$ cat config.mk
export PLATFORM = sky130hd
export DESIGN_NAME = hilo_muldiv_unit
export DESIGN_NICKNAME = d
export VERILOG_FILES = /design/src/rtl/hilo_muldiv_unit.sv
export SDC_FILE = /design/constraint.sdc
export NUM_CORES = 2
export LEC_CHECK = 0
export CAP_MARGIN = 0
export CORE_MARGIN = 2
export CORE_UTILIZATION = 59
export DETAILED_ROUTE_END_ITERATION = 10
export PLACE_DENSITY = 0.78
export SLEW_MARGIN = 10
export SYNTH_ARGS = -nofsm -noshare
export SYNTH_HDL_FRONTEND = slang
export SYNTH_SLANG_ARGS = --single-unit
$ cat constraint.sdc
create_clock -name clk -period 18.1 [get_ports clk]
set_clock_uncertainty 0.05 [all_clocks]
set_input_delay 3.62 -clock clk [delete_from_list [all_inputs] [get_ports clk]]
set_output_delay 3.62 -clock clk [all_outputs]
set_load 0.005 [all_outputs]
$ cat src/rtl/hilo_muldiv_unit.sv
// MIPS HI/LO multiply/divide unit: single-cycle MULT/MULTU/MTHI/MTLO and a
// 32-iteration restoring divider for DIV/DIVU with a final sign-fix cycle.
module hilo_muldiv_unit #(
  parameter int WIDTH = 32
) (
  input  logic             clk,
  input  logic             reset,
  input  logic             start,
  input  logic [2:0]       op,
  input  logic [WIDTH-1:0] rs_value,
  input  logic [WIDTH-1:0] rt_value,
  output logic             busy,
  output logic             done,
  output logic [WIDTH-1:0] hi,
  output logic [WIDTH-1:0] lo
);

  localparam int CW = $clog2(WIDTH);
  localparam logic [CW-1:0] LAST_ITER = CW'(WIDTH - 1);

  localparam logic [2:0] OP_MULT  = 3'b000;
  localparam logic [2:0] OP_MULTU = 3'b001;
  localparam logic [2:0] OP_DIV   = 3'b010;
  localparam logic [2:0] OP_DIVU  = 3'b011;
  localparam logic [2:0] OP_MTHI  = 3'b100;
  localparam logic [2:0] OP_MTLO  = 3'b101;

  typedef enum logic [1:0] {S_IDLE, S_DIV, S_FIX} state_t;

  state_t            r_state;
  logic [CW-1:0]     r_cnt;
  logic [WIDTH-1:0]  r_rem;
  logic [WIDTH-1:0]  r_quot;
  logic [WIDTH-1:0]  r_divisor;
  logic [WIDTH-1:0]  r_raw_rs;
  logic              r_qneg;
  logic              r_rneg;
  logic              r_dz;
  logic [WIDTH-1:0]  r_hi;
  logic [WIDTH-1:0]  r_lo;
  logic              r_busy;
  logic              r_done;

  logic                 w_is_signed;
  logic [2*WIDTH-1:0]   w_a_ext;
  logic [2*WIDTH-1:0]   w_b_ext;
  logic [2*WIDTH-1:0]   w_prod;
  logic                 w_rs_neg;
  logic                 w_rt_neg;
  logic [WIDTH-1:0]     w_rs_mag;
  logic [WIDTH-1:0]     w_rt_mag;
  logic [WIDTH:0]       w_rem_shift;
  logic                 w_ge;
  logic [WIDTH-1:0]     w_sub;

  // op[0] distinguishes the unsigned variant of both MULT and DIV.
  assign w_is_signed = ~op[0];
  assign w_a_ext     = {{WIDTH{w_is_signed & rs_value[WIDTH-1]}}, rs_value};
  assign w_b_ext     = {{WIDTH{w_is_signed & rt_value[WIDTH-1]}}, rt_value};
  assign w_prod      = w_a_ext * w_b_ext;

  assign w_rs_neg = w_is_signed & rs_value[WIDTH-1];
  assign w_rt_neg = w_is_signed & rt_value[WIDTH-1];
  assign w_rs_mag = w_rs_neg ? -rs_value : rs_value;
  assign w_rt_mag = w_rt_neg ? -rt_value : rt_value;

  // Restoring step; the difference always fits in WIDTH bits when taken.
  assign w_rem_shift = {r_rem, r_quot[WIDTH-1]};
  assign w_ge        = (w_rem_shift >= {1'b0, r_divisor});
  assign w_sub       = w_rem_shift[WIDTH-1:0] - r_divisor;

  always_ff @(posedge clk or posedge reset) begin
    if (reset) begin
      r_state   <= S_IDLE;
      r_cnt     <= '0;
      r_rem     <= '0;
      r_quot    <= '0;
      r_divisor <= '0;
      r_raw_rs  <= '0;
      r_qneg    <= 1'b0;
      r_rneg    <= 1'b0;
      r_dz      <= 1'b0;
      r_hi      <= '0;
      r_lo      <= '0;
      r_busy    <= 1'b0;
      r_done    <= 1'b0;
    end else begin
      r_done <= 1'b0;
      case (r_state)
        S_IDLE: begin
          if (start) begin
            case (op)
              OP_MULT, OP_MULTU: begin
                r_hi   <= w_prod[2*WIDTH-1:WIDTH];
                r_lo   <= w_prod[WIDTH-1:0];
                r_done <= 1'b1;
              end
              OP_DIV, OP_DIVU: begin
                r_quot    <= w_rs_mag;
                r_divisor <= w_rt_mag;
                r_qneg    <= w_rs_neg ^ w_rt_neg;
                r_rneg    <= w_rs_neg;
                r_raw_rs  <= rs_value;
                r_dz      <= (rt_value == '0);
                r_rem     <= '0;
                r_cnt     <= '0;
                r_busy    <= 1'b1;
                r_state   <= S_DIV;
              end
              OP_MTHI: begin
                r_hi   <= rs_value;
                r_done <= 1'b1;
              end
              OP_MTLO: begin
                r_lo   <= rs_value;
                r_done <= 1'b1;
              end
              default: ;
            endcase
          end
        end
        S_DIV: begin
          r_rem  <= w_ge ? w_sub : w_rem_shift[WIDTH-1:0];
          r_quot <= {r_quot[WIDTH-2:0], w_ge};
          r_cnt  <= r_cnt + CW'(1);
          if (r_cnt == LAST_ITER) begin
            r_state <= S_FIX;
          end
        end
        S_FIX: begin
          if (r_dz) begin
            r_lo <= '1;
            r_hi <= r_raw_rs;
          end else begin
            r_lo <= r_qneg ? -r_quot : r_quot;
            r_hi <= r_rneg ? -r_rem : r_rem;
          end
          r_done  <= 1'b1;
          r_busy  <= 1'b0;
          r_state <= S_IDLE;
        end
        default: r_state <= S_IDLE;
      endcase
    end
  end

  assign busy = r_busy;
  assign done = r_done;
  assign hi   = r_hi;
  assign lo   = r_lo;

endmodule

==> results.md <==
* Outcome: completed
* Flops & latches, synth at 204
* Routed wire per std cell at 22.6 um
* Max incr delay on CP at 0.88 ns
* Vias per inst at 5.95
* DRC at 0
* Synthesized instance count at 5896
* Yosys top cell by area: fa_1
* Design Area, Final at 0.0543 mm^2
* Pin count of the biggest net entering global routing at 87
* CTS tree: built
* Setup crit end kind: flip-flop
* Row count at 108
* Synth Flop Type: dfrtp_1
* CTS clk-pin slew, worst paths at 0.07 ns
* Normalized max-slew margin at 0.0702
* Min-Delay Path Class: reg2reg
* Type of the worst setup path: in2reg
* Layout cell share with drive strength beyond 1 at 0.0341
* Type of origin of the critical path: input port
* Vias at 41.3k
* Initial antenna violation count at 9
* Chip Width at 300 um
* DR iter-0 viols at 3946
* Most frequent CP cell: fa_1
* Pins Over Slew Limit at 0
* Multi-input gate area at 0.0407 mm^2
* CTS Buf Count at 20
* Fin worst setup slack at 5.44 ns
* Seq/Total Area, Yosys at 0.0989
* Min Clock Period, post-route at 12.66 ns
* Layout area overhead at 5.22%
* Root Driver: clkbuf_16
* Vias in the first global route at 43.7k
* Yosys Warn Count at 0
* Gr usage total at 0.357
* IO Pins at 136
* Placed cell count at 6895
* Resized cells post-CTS at 0
* Crit path max-delay cell type: fa_1
* Worst-path fanout max at 35
* Final Net Count at 7208
* Clock Path Buffers at 3
* Cts hold-fix bufs at 0
* First-pass GRT wire length at 246000 um
* Asr flop ratio synth at 1.00
* Post-CTS setup buffer count at 0
* Synth top area cells: fa_1 (44%), dfrtp_1 (9.9%), inv_1 (8.6%), nand2_1 (7.6%), ha_1 (6.1%)
* Max-Cap Viols at 0
* Post-synth EDFFs at 0
* Setup Slack @ Placement at 5.02 ns
* Routed wire length at 157000 um
* Data arrival, critical path at 13.07 ns
* Total negative slack at 0 ns
* Port Buffer Count at 135
* Reg area at 0.00511 mm^2
* Worst Tran Pin Value at 1.39 ns
* Fmax achieved at 0.0790 GHz
* Skew-Pair Late Insertion Delay at 0.54 ns
* Die Y-Extent at 300 um
* GRT overflow at 0
* H-tree levels at 1
* Layout Cells excl Fill at 6937
* TritonRoute pass-1 iters at 5
* Post-Synthesis Cell Area at 0.0516 mm^2
* HPWL Detailed at 113000 um
* Die Area at 0.0898 mm^2
* Syn Area/Cell at 8.75 um^2
* Final Hold Fails at 0
* ANT nets after route at 0
* Initial Util at 0.595
* Top-area cell type share of the netlist area at 0.437
* Fill cells at 7134
* Syn nets at 7342
* Post-synth cell types at 80
* # clock sinks at 204
* Final period util at 0.699
* Final setup violation count at 0
* RSZ-0062 raised after global routing: no
* Dpl cell area at 0.0535 mm^2
* Global placement routability congestion at 0.951
* Core area at 0.0868 mm^2
* Critical Path RT at 18.52 ns
==> cells by family (layout without fill, tap and decap cells) <==
group,after synthesis,in the layout,synth area share
and+or+nand+nor,1768,1768,0.157
buffers and inverters,1558,1438,0.114
adders and majority gates,1376,1376,0.497
AOI/OAI and AO/OA,734,734,0.0882
xor gates and xnor gates,217,217,0.0368
DFF,204,204,0.0989
muxes,39,39,0.00771
other,0,6,0
==> synthesized netlist by cell type (11+ instances only) <==
library cell	instances
nand4_1	23
a31oi_1	16
a211oi_1	16
a21o_1	42
o41ai_1	16
nand2_1	1051
or4_1	12
o31ai_1	41
nor2b_1	19
clkbuf_1	314
inv_1	1182
xnor2_1	122
xor2_1	95
nor2_1	139
o21ai_0	259
o22ai_1	60
a21oi_1	151
and2_1	369
mux2i_1	33
or3_1	24
o211ai_1	16
nand2b_1	27
and3_1	14
ha_1	250
dfrtp_1	204
buf_1	56
nor3_1	26
fa_1	1126
nand3_1	26
o21bai_1	12
o21a_1	11
==> state kept, by name, indices dropped and copies added (netlist names) <==
signal / cells
r_cnt: 5
r_qneg: 1
busy: 1
r_raw_rs: 32
r_rem: 32
done: 1
r_divisor: 32
r_quot: 32
hi: 32
r_dz: 1
r_rneg: 1
r_state: 2
lo: 32
==> critical path: cells and delay by family <==
kind | cells | cell delay, ns
buffers and inverters | 10 | 2.13
adder cells (fa/ha/maj) | 9 | 4.65
AND/OR/NAND/NOR | 6 | 1.25
AO/OA/AOI/OAI | 5 | 1.37
==> cells in the final DEF (no fill, tap or decap), drive strengths merged, types with 19 or more instances in the layout <==
cell type and instances:
dfrtp 204, clkdlybuf4s50 102, nand4 23, o22ai 60, buf 117, nand2 1051, inv 1182, and2 369
clkbuf 25, xor2 95, fa 1126, o31ai 41, nand3 26, a21o 42, ha 250, o21ai 265
nor2 139, xnor2 122, nor3 26, a21oi 151, nand2b 29, nor2b 19, mux2i 33, or3 25
==> layout make-up <==
cell class,count,share of cell area
Timing Repair Buffer,219,0.0335
Multi-Input combinational cell,4134,0.749
Tap cell,1155,0.0266
Sequential cell,204,0.0940
Clock buffer,25,0.0101
Antenna cell,6,0.000277
Clock inverter,11,0.00415
Inverter,1183,0.0819
==> path summary, 6_finish.rpt <==
kind	start	endpoint	slack, ns	depth (start not counted)
setup / recovery	op[0]	hi[30]	5.44	30
hold / removal	r_raw_rs[22]	r_raw_rs[22]	0.42	2
setup reg to reg	r_quot[31]	r_rem[30]	13.57	14
hold reg to reg	r_raw_rs[22]	r_raw_rs[22]	0.42	2
max in group asynchronous	reset	hi[26]	12.41	4
min in group asynchronous	reset	lo[21]	3.53	2
==> per-layer routing <==
layer,vias up,track usage,wire length [um]
li1,17500,-,-
met1,20700,0.469,58400
met2,2571,0.555,69100
met3,498,0.0912,19700
met4,2,0.181,9380
met5,-,0,17
==> per-stage QoR <==
stage	hold WS [ns]	util
after floorplan	0.387	-
after global placement	0.404	0.617
after detailed placement	0.409	0.617
after CTS	0.426	0.626
after global routing	0.450	0.626
final	0.423	0.626
Power is not shown: default switching activity piles up to over one toggle a cycle in this logic, so the estimate is an artifact.
